`config.mk`:
```
export PLATFORM = sky130hd
export DESIGN_NAME = ssd_scan_decoder_flat
export DESIGN_NICKNAME = d
export VERILOG_FILES = /design/src/rtl/battleship_pkg.sv /design/src/rtl/ssd_scan_decoder_if.sv /design/src/rtl/ssd_stable_filter.sv /design/src/rtl/ssd_scan_decoder.sv /design/src/flat_wrapper.sv
export SDC_FILE = /design/constraint.sdc
export NUM_CORES = 1
export LEC_CHECK = 0
export ABC_CLOCK_PERIOD_IN_PS = 7400
export CORE_ASPECT_RATIO = 0.8
export CORE_MARGIN = 4
export CORE_UTILIZATION = 61
export CTS_CLUSTER_DIAMETER = 30
export CTS_CLUSTER_SIZE = 24
export DETAILED_ROUTE_END_ITERATION = 8
export PLACE_DENSITY = 0.85
export SETUP_SLACK_MARGIN = 0.4
export SLEW_MARGIN = 20
export SYNTH_ARGS = -nofsm -noshare
export SYNTH_HDL_FRONTEND = slang
export SYNTH_SLANG_ARGS = --single-unit
```
`constraint.sdc`:
```
create_clock -name clk -period 7.4 [get_ports clk]
set_input_delay 1.48 -clock clk [delete_from_list [all_inputs] [get_ports clk]]
set_output_delay 1.48 -clock clk [all_outputs]
set_load 0.05 [all_outputs]
```
`src/rtl/battleship_pkg.sv`:
```
// Shared types and helpers for the seven-segment scan decoder.
// Holds the digit count, the filter FSM states and the active-low strobe decode.
package battleship_pkg;

  localparam int unsigned NUM_DIGITS = 4;
  localparam int unsigned IDX_W      = $clog2(NUM_DIGITS);

  typedef enum logic [1:0] {
    S_WAIT,
    S_SETTLE,
    S_HOLD
  } state_e;

  // True when exactly one strobe line is low.
  function automatic logic onehot_low_valid(input logic [NUM_DIGITS-1:0] sel);
    return $countones(~sel) == 1;
  endfunction

  function automatic logic [IDX_W-1:0] onehot_low_to_index(input logic [NUM_DIGITS-1:0] sel);
    logic [IDX_W-1:0] idx;
    idx = '0;
    for (int i = 0; i < NUM_DIGITS; i++) begin
      if (!sel[i]) idx = IDX_W'(i);
    end
    return idx;
  endfunction

endpackage

```
`src/rtl/ssd_scan_decoder_if.sv`:
```
// Bundle of the multiplexed display inputs and the decoded frame outputs.
interface ssd_scan_decoder_if;
  logic [7:0] seven;
  logic [3:0] segment;
  logic [7:0] disp0;
  logic [7:0] disp1;
  logic [7:0] disp2;
  logic [7:0] disp3;
  logic       frame_valid;
  logic       stale;
  logic [7:0] glitch_cnt;

  modport master (
    output seven, segment,
    input  disp0, disp1, disp2, disp3, frame_valid, stale, glitch_cnt
  );

  modport slave (
    input  seven, segment,
    output disp0, disp1, disp2, disp3, frame_valid, stale, glitch_cnt
  );
endinterface

```
`src/rtl/ssd_stable_filter.sv`:
```
// Debounces the sampled digit strobe/pattern and emits one capture per stable dwell.
module ssd_stable_filter import battleship_pkg::*; #(
  parameter int unsigned STABLE_CYC = 4
) (
  input  logic             clk,
  input  logic             rst,
  input  logic             valid,
  input  logic [IDX_W-1:0] idx,
  input  logic [7:0]       pat,
  output logic             capture,
  output logic [IDX_W-1:0] cap_idx,
  output logic [7:0]       cap_pat
);

  localparam int unsigned CW = $clog2(STABLE_CYC + 1);

  state_e           state_q, state_d;
  logic [IDX_W-1:0] idx_q, idx_d;
  logic [7:0]       pat_q, pat_d;
  logic [CW-1:0]    cnt_q, cnt_d;
  logic             same;

  assign same    = (idx == idx_q) && (pat == pat_q);
  assign cap_idx = idx_q;
  assign cap_pat = pat_q;

  always_comb begin
    state_d = state_q;
    idx_d   = idx_q;
    pat_d   = pat_q;
    cnt_d   = cnt_q;
    capture = 1'b0;
    if (!valid) begin
      state_d = S_WAIT;
    end else begin
      unique case (state_q)
        S_WAIT: begin
          state_d = S_SETTLE;
          idx_d   = idx;
          pat_d   = pat;
          cnt_d   = CW'(1);
        end
        S_SETTLE: begin
          if (same) begin
            cnt_d = cnt_q + CW'(1);
            if (cnt_d == CW'(STABLE_CYC)) begin
              capture = 1'b1;
              state_d = S_HOLD;
            end
          end else begin
            idx_d = idx;
            pat_d = pat;
            cnt_d = CW'(1);
          end
        end
        S_HOLD: begin
          // Only a change of digit or pattern re-arms a capture.
          if (!same) begin
            state_d = S_SETTLE;
            idx_d   = idx;
            pat_d   = pat;
            cnt_d   = CW'(1);
          end
        end
        default: state_d = S_WAIT;
      endcase
    end
  end

  always_ff @(posedge clk or negedge rst) begin
    if (!rst) begin
      state_q <= S_WAIT;
      idx_q   <= '0;
      pat_q   <= '0;
      cnt_q   <= '0;
    end else begin
      state_q <= state_d;
      idx_q   <= idx_d;
      pat_q   <= pat_d;
      cnt_q   <= cnt_d;
    end
  end

endmodule

```
`src/rtl/ssd_scan_decoder.sv`:
```
// Recovers four static digit patterns from a multiplexed seven-segment scan,
// with frame commit, staleness timeout and a saturating glitch counter.
module ssd_scan_decoder import battleship_pkg::*; #(
  parameter int unsigned STABLE_CYC  = 4,
  parameter int unsigned TIMEOUT_CYC = 1048576
) (
  input logic               clk,
  input logic               rst,
  ssd_scan_decoder_if.slave bus
);

  localparam int unsigned TW = $clog2(TIMEOUT_CYC + 1);

  logic [7:0]            seven_q;
  logic [NUM_DIGITS-1:0] seg_q;
  logic                  primed_q;
  logic                  smp_valid, smp_invalid;
  logic                  capture;
  logic [IDX_W-1:0]      cap_idx;
  logic [7:0]            cap_pat;

  logic [7:0]            shadow_q [NUM_DIGITS];
  logic [7:0]            shadow_d [NUM_DIGITS];
  logic [7:0]            disp_q   [NUM_DIGITS];
  logic [7:0]            disp_d   [NUM_DIGITS];
  logic [NUM_DIGITS-1:0] seen_q, seen_d;
  logic                  fv_q, fv_d;
  logic [7:0]            glitch_q, glitch_d;
  logic [TW-1:0]         tmo_q, tmo_d;

  // primed_q masks the idle reset value so it is never counted as a sample.
  assign smp_valid   = primed_q & onehot_low_valid(seg_q);
  assign smp_invalid = primed_q & ~onehot_low_valid(seg_q);

  ssd_stable_filter #(
    .STABLE_CYC(STABLE_CYC)
  ) u_filter (
    .clk    (clk),
    .rst    (rst),
    .valid  (smp_valid),
    .idx    (onehot_low_to_index(seg_q)),
    .pat    (seven_q),
    .capture(capture),
    .cap_idx(cap_idx),
    .cap_pat(cap_pat)
  );

  always_comb begin
    shadow_d = shadow_q;
    disp_d   = disp_q;
    seen_d   = seen_q;
    fv_d     = 1'b0;
    if (&seen_q) begin
      disp_d = shadow_q;
      fv_d   = 1'b1;
      seen_d = '0;
    end
    if (capture) begin
      shadow_d[cap_idx] = ~cap_pat;
      seen_d[cap_idx]   = 1'b1;
    end
    glitch_d = (smp_invalid && glitch_q != 8'hFF) ? glitch_q + 8'd1 : glitch_q;
    if (capture)                        tmo_d = '0;
    else if (tmo_q == TW'(TIMEOUT_CYC)) tmo_d = tmo_q;
    else                                tmo_d = tmo_q + TW'(1);
  end

  always_ff @(posedge clk or negedge rst) begin
    if (!rst) begin
      seven_q  <= '1;
      seg_q    <= '1;
      primed_q <= 1'b0;
      shadow_q <= '{default: '0};
      disp_q   <= '{default: '0};
      seen_q   <= '0;
      fv_q     <= 1'b0;
      glitch_q <= '0;
      tmo_q    <= '0;
    end else begin
      seven_q  <= bus.seven;
      seg_q    <= bus.segment;
      primed_q <= 1'b1;
      shadow_q <= shadow_d;
      disp_q   <= disp_d;
      seen_q   <= seen_d;
      fv_q     <= fv_d;
      glitch_q <= glitch_d;
      tmo_q    <= tmo_d;
    end
  end

  assign bus.disp0       = disp_q[0];
  assign bus.disp1       = disp_q[1];
  assign bus.disp2       = disp_q[2];
  assign bus.disp3       = disp_q[3];
  assign bus.frame_valid = fv_q;
  assign bus.stale       = (tmo_q == TW'(TIMEOUT_CYC));
  assign bus.glitch_cnt  = glitch_q;

endmodule

```
`src/flat_wrapper.sv`:
```
// flat-port wrapper written by rule: the top's interface ports become plain ports
module ssd_scan_decoder_flat import battleship_pkg::*;
#(
  parameter int unsigned STABLE_CYC  = 4,
  parameter int unsigned TIMEOUT_CYC = 1048576
)
  (clk, rst, bus_seven, bus_segment, bus_disp0, bus_disp1, bus_disp2, bus_disp3, bus_frame_valid, bus_stale, bus_glitch_cnt);
  ssd_scan_decoder_if bus_i ();
  input logic clk;
  input logic rst;
  input wire logic [$bits(bus_i.seven)-1:0] bus_seven;
  input wire logic [$bits(bus_i.segment)-1:0] bus_segment;
  output wire logic [$bits(bus_i.disp0)-1:0] bus_disp0;
  output wire logic [$bits(bus_i.disp1)-1:0] bus_disp1;
  output wire logic [$bits(bus_i.disp2)-1:0] bus_disp2;
  output wire logic [$bits(bus_i.disp3)-1:0] bus_disp3;
  output wire logic [$bits(bus_i.frame_valid)-1:0] bus_frame_valid;
  output wire logic [$bits(bus_i.stale)-1:0] bus_stale;
  output wire logic [$bits(bus_i.glitch_cnt)-1:0] bus_glitch_cnt;
  assign bus_i.seven = bus_seven;
  assign bus_i.segment = bus_segment;
  assign bus_disp0 = bus_i.disp0;
  assign bus_disp1 = bus_i.disp1;
  assign bus_disp2 = bus_i.disp2;
  assign bus_disp3 = bus_i.disp3;
  assign bus_frame_valid = bus_i.frame_valid;
  assign bus_stale = bus_i.stale;
  assign bus_glitch_cnt = bus_i.glitch_cnt;
  ssd_scan_decoder #(.STABLE_CYC(STABLE_CYC), .TIMEOUT_CYC(TIMEOUT_CYC)) u_core (.clk(clk), .rst(rst), .bus(bus_i));
endmodule
```
==> flow_metrics.tcl <==
set metrics [dict create \
    tritoncts.num_buffers 17 \
    fp.dieArea_um2 10400 \
    place_congestion 0.854 \
    grtUsageMet1 0.308 \
    f_max_ghz 0.235 \
    grt_setup_unrepaired "false" \
    timing.setup.critical_path_class "flip-flop to primary output" \
    vias 3705 \
    gr-total-overflow 0 \
    cts-htree-levels 4 \
    register_area_um2 3170 \
    core_region_area_um2 8520 \
    netlist_instances 476 \
    num_antenna_cells 0 \
    holdCritPathClass "flip-flop to flip-flop" \
    layout.filler_cells 530 \
    finClkSkew_ps 10.1 \
    die_height_um 91.9 \
    portion_of_the_post_synthesis_area_used_by_sequential_elements 0.590 \
    detail_route.vias_per_cell 5.59 \
    mappedNetlistNets 504 \
    synthesis.yosys.warnings 0 \
    grt_start_max_net_pins 68 \
    run_status "finished, final reports clean" \
    cts_buffer_depth 2 \
    power.static_leakage_nw 3.14 \
    number_of_input_and_output_port_buffers_inserted 55 \
    postCtsResizedCells 0 \
    initial_core_util 0.630 \
    finalHoldViolCount 0 \
    cts_num_sinks 126 \
    cts_hold_repair.buffers 0 \
    drv_cap 0 \
    setup.worst_path.start_class "flip-flop" \
    drt.antenna.violating_nets 0 \
    finalWorstPathRequiredPeriod_ps 4260 \
    synth.ff_latch_count 126 \
    tritoncts "yes" \
    antenna_violations_before_repair 0 \
    ir_drop_mv 0.285 \
    syn_area_um2 5370 \
    grt_pass1_wl_mm 18.8 \
    wire_per_inst_um 16.8 \
    power.density_nw_per_um2 279 \
    postSynthAreaPerCell_um2 11.3 \
    syn_to_final_growth_pct 21.8 \
    worst_setup_end_kind "primary output" \
    timing.max_slew.rel_slack 0.432 \
    setup_violations 0 \
    clock_tree.root_cell "sky130_fd_sc_hd__clkbuf_8" \
    required_time_reported_for_the_critical_path_endpoint_ps 5920 \
    worst_pin_slew_ps 846 \
    worst_skew_pair.late_latency_ps 520 \
    top_usage_layer "met2" \
    top_level_ports 56 \
    use_met2 0.366 \
    worst-endpoint-arrival_ps 2780 \
    hpwl_mm 7.02 \
    first_global_vias 3843 \
    remaining_drc_errors 0 \
    timing.hold.ws_ps 477 \
    chipWidth_um 113 \
    clkTransAtPathRegs_ps 60 \
    timing.final.max_slew_violations 0 \
    crit_path_max_fanout 4 \
    drt_first_pass_iters 5 \
    wirelength_mm 11.2 \
    num_rows 30 \
    grt.total_usage 0.235 \
    synthDistinctLibCells 39 \
    met3_demand_to_capacity_share_in_global_routing 0.0653 \
    post_route_cells_drive_above_1_share 0.111 \
    drtIter0Drc 312 \
    fin_crit_sh 0.576 \
    setup_total_negative_slack_ps 0 \
    layout_net_count 567 \
    multi_input_area_um2 1970 \
    buffer_count_from_post_cts_setup_fixing 0 \
]
## kinds of logic (layout without fill, tap and decap cells)
family,Yosys count,after routing,synth area share
other,1,1,0.000699
multiplexers,45,45,0.0863
buffers and inverters,57,132,0.0436
AND/OR/NAND/NOR,145,145,0.126
flip-flops,126,126,0.590
XOR/XNOR,37,37,0.0604
AO/OA/AOI/OAI,51,51,0.0585
adder cells (fa/ha/maj),14,14,0.0340
## final cells by class
| type | instances | area share |
|---|---|---|
| inverters | 44 | 0.0253 |
| repair buffers | 57 | 0.0862 |
| clock inverters | 12 | 0.0149 |
| multi-input cells | 293 | 0.301 |
| clock buffers | 19 | 0.0661 |
| flip-flops and latches | 126 | 0.485 |
| well taps | 112 | 0.0214 |
## cells in the mapped netlist
master                        n  area [µm²]
sky130_fd_sc_hd__conb_1       1        3.75
sky130_fd_sc_hd__nand2_1     59         221
sky130_fd_sc_hd__o21ai_0     40         200
sky130_fd_sc_hd__a2111o_1     2        22.5
sky130_fd_sc_hd__clkbuf_1     7        26.3
sky130_fd_sc_hd__a21oi_2      1        8.76
sky130_fd_sc_hd__nand2b_1     1        6.26
sky130_fd_sc_hd__nor2b_1      2        12.5
sky130_fd_sc_hd__nand4_1      8        50.1
sky130_fd_sc_hd__buf_2        4        20.0
sky130_fd_sc_hd__or3_1        1        6.26
sky130_fd_sc_hd__a21boi_1     1        7.51
sky130_fd_sc_hd__or3_4        1        11.3
sky130_fd_sc_hd__and3_1       5        31.3
sky130_fd_sc_hd__buf_6        2        22.5
sky130_fd_sc_hd__o21bai_1     1        7.51
sky130_fd_sc_hd__nor2_1      31         116
sky130_fd_sc_hd__dfstp_2     12         315
sky130_fd_sc_hd__nor4b_1      2        17.5
sky130_fd_sc_hd__ha_1        13         163
sky130_fd_sc_hd__a21oi_1      1        5.00
sky130_fd_sc_hd__nand3_1     18        90.1
sky130_fd_sc_hd__a31oi_4      1        21.3
sky130_fd_sc_hd__mux2_2      10         113
sky130_fd_sc_hd__fa_1         1        20.0
sky130_fd_sc_hd__o211a_1      1        10.0
sky130_fd_sc_hd__inv_1       44         165
sky130_fd_sc_hd__xnor2_1     17         149
sky130_fd_sc_hd__mux2i_1     35         350
sky130_fd_sc_hd__nor3_2       1        10.0
sky130_fd_sc_hd__and4bb_2     1        12.5
sky130_fd_sc_hd__dfrtp_1    114        2850
sky130_fd_sc_hd__nor4_1       6        37.5
sky130_fd_sc_hd__xor2_1      20         175
sky130_fd_sc_hd__a221oi_1     1        8.76
sky130_fd_sc_hd__and4_1       2        17.5
sky130_fd_sc_hd__nor3_1       7        35.0
sky130_fd_sc_hd__o211ai_1     1        7.51
sky130_fd_sc_hd__a2111oi_2    1        15.0
## routing by layer
layer,vias up,wire (µm)
li1,1710,-
met1,1830,4710
met2,134,5520
met3,31,675
met4,0,258
met5,-,0
## power breakdown
group,internal (mW),switching [mW]
logic,0.103,0.146
clock network,0.447,0.295
registers,0.741,0.0932
## registers in the layout, indices dropped and copies added, names as in the netlist, 3 cells and up
register,flops
u_core.bus.glitch_cnt,8
u_core.seen_q,4
u_core.seven_q,8
u_core.bus.disp1,8
u_core.u_filter.cnt_q,3
u_core.bus.disp3,8
u_core.bus.disp2,8
u_core.shadow_q,32
u_core.seg_q,4
u_core.tmo_q,21
u_core.u_filter.cap_pat,8
u_core.bus.disp0,8
## per-stage QoR
step / instance area, µm² / power (mW) / setup slack [ps] / cells / utilization
floorplan: 5370 / 0.980 / 4180 / 476 / -
global placement: 6000 / 1.08 / 3840 / 632 / 0.704
detailed placement: 6010 / 1.09 / 3680 / 632 / 0.705
CTS: 6540 / 1.83 / 3130 / 663 / 0.767
global route: 6540 / 1.89 / 2970 / 663 / 0.767
finish: 6540 / 1.82 / 3140 / 663 / 0.767
## cell usage in the layout, fill, tap and decap left out, drive strengths merged, types with 3 or more instances in the layout
master | synthesis | routed
mux2i | 35 | 35
mux2 | 10 | 10
inv | 44 | 44
clkbuf | 7 | 19
buf | 6 | 3
clkinvlp | 0 | 5
nor3 | 8 | 8
nand4 | 8 | 8
nor4 | 6 | 6
dfrtp | 114 | 114
o21ai | 40 | 40
clkinv | 0 | 6
nor2 | 31 | 31
dfstp | 12 | 12
and3 | 5 | 5
xor2 | 20 | 20
nand2 | 59 | 59
clkdlybuf4s50 | 0 | 54
ha | 13 | 13
nand3 | 18 | 18
xnor2 | 17 | 17
## path summary, 6_finish.rpt
kind                       cells past startpoint                start                       end  slack [ps]
setup / recovery                               6      u_core.tmo_q[0]                 bus_stale        3140
hold / removal                                 2  u_core.bus.disp2[7]       u_core.bus.disp2[7]         480
min in group asynchronous                      1                  rst  u_core.bus.glitch_cnt[0]        1020
hold reg to reg                                2  u_core.bus.disp2[7]       u_core.bus.disp2[7]         480
setup reg to reg                               9      u_core.seg_q[2]       u_core.shadow_q[11]        3930
max in group asynchronous                      2                  rst  u_core.bus.glitch_cnt[6]        5060
## worst max-delay path, cell delays in order (launching register included)
cell,delay [ps]
sky130_fd_sc_hd__dfrtp_1,410
sky130_fd_sc_hd__inv_1,120
sky130_fd_sc_hd__ha_1,160
sky130_fd_sc_hd__nor4b_1,280
sky130_fd_sc_hd__nand3_1,150
sky130_fd_sc_hd__nor2_1,270
sky130_fd_sc_hd__clkdlybuf4s50_1,860
Power figures use the tool's default switching activity.
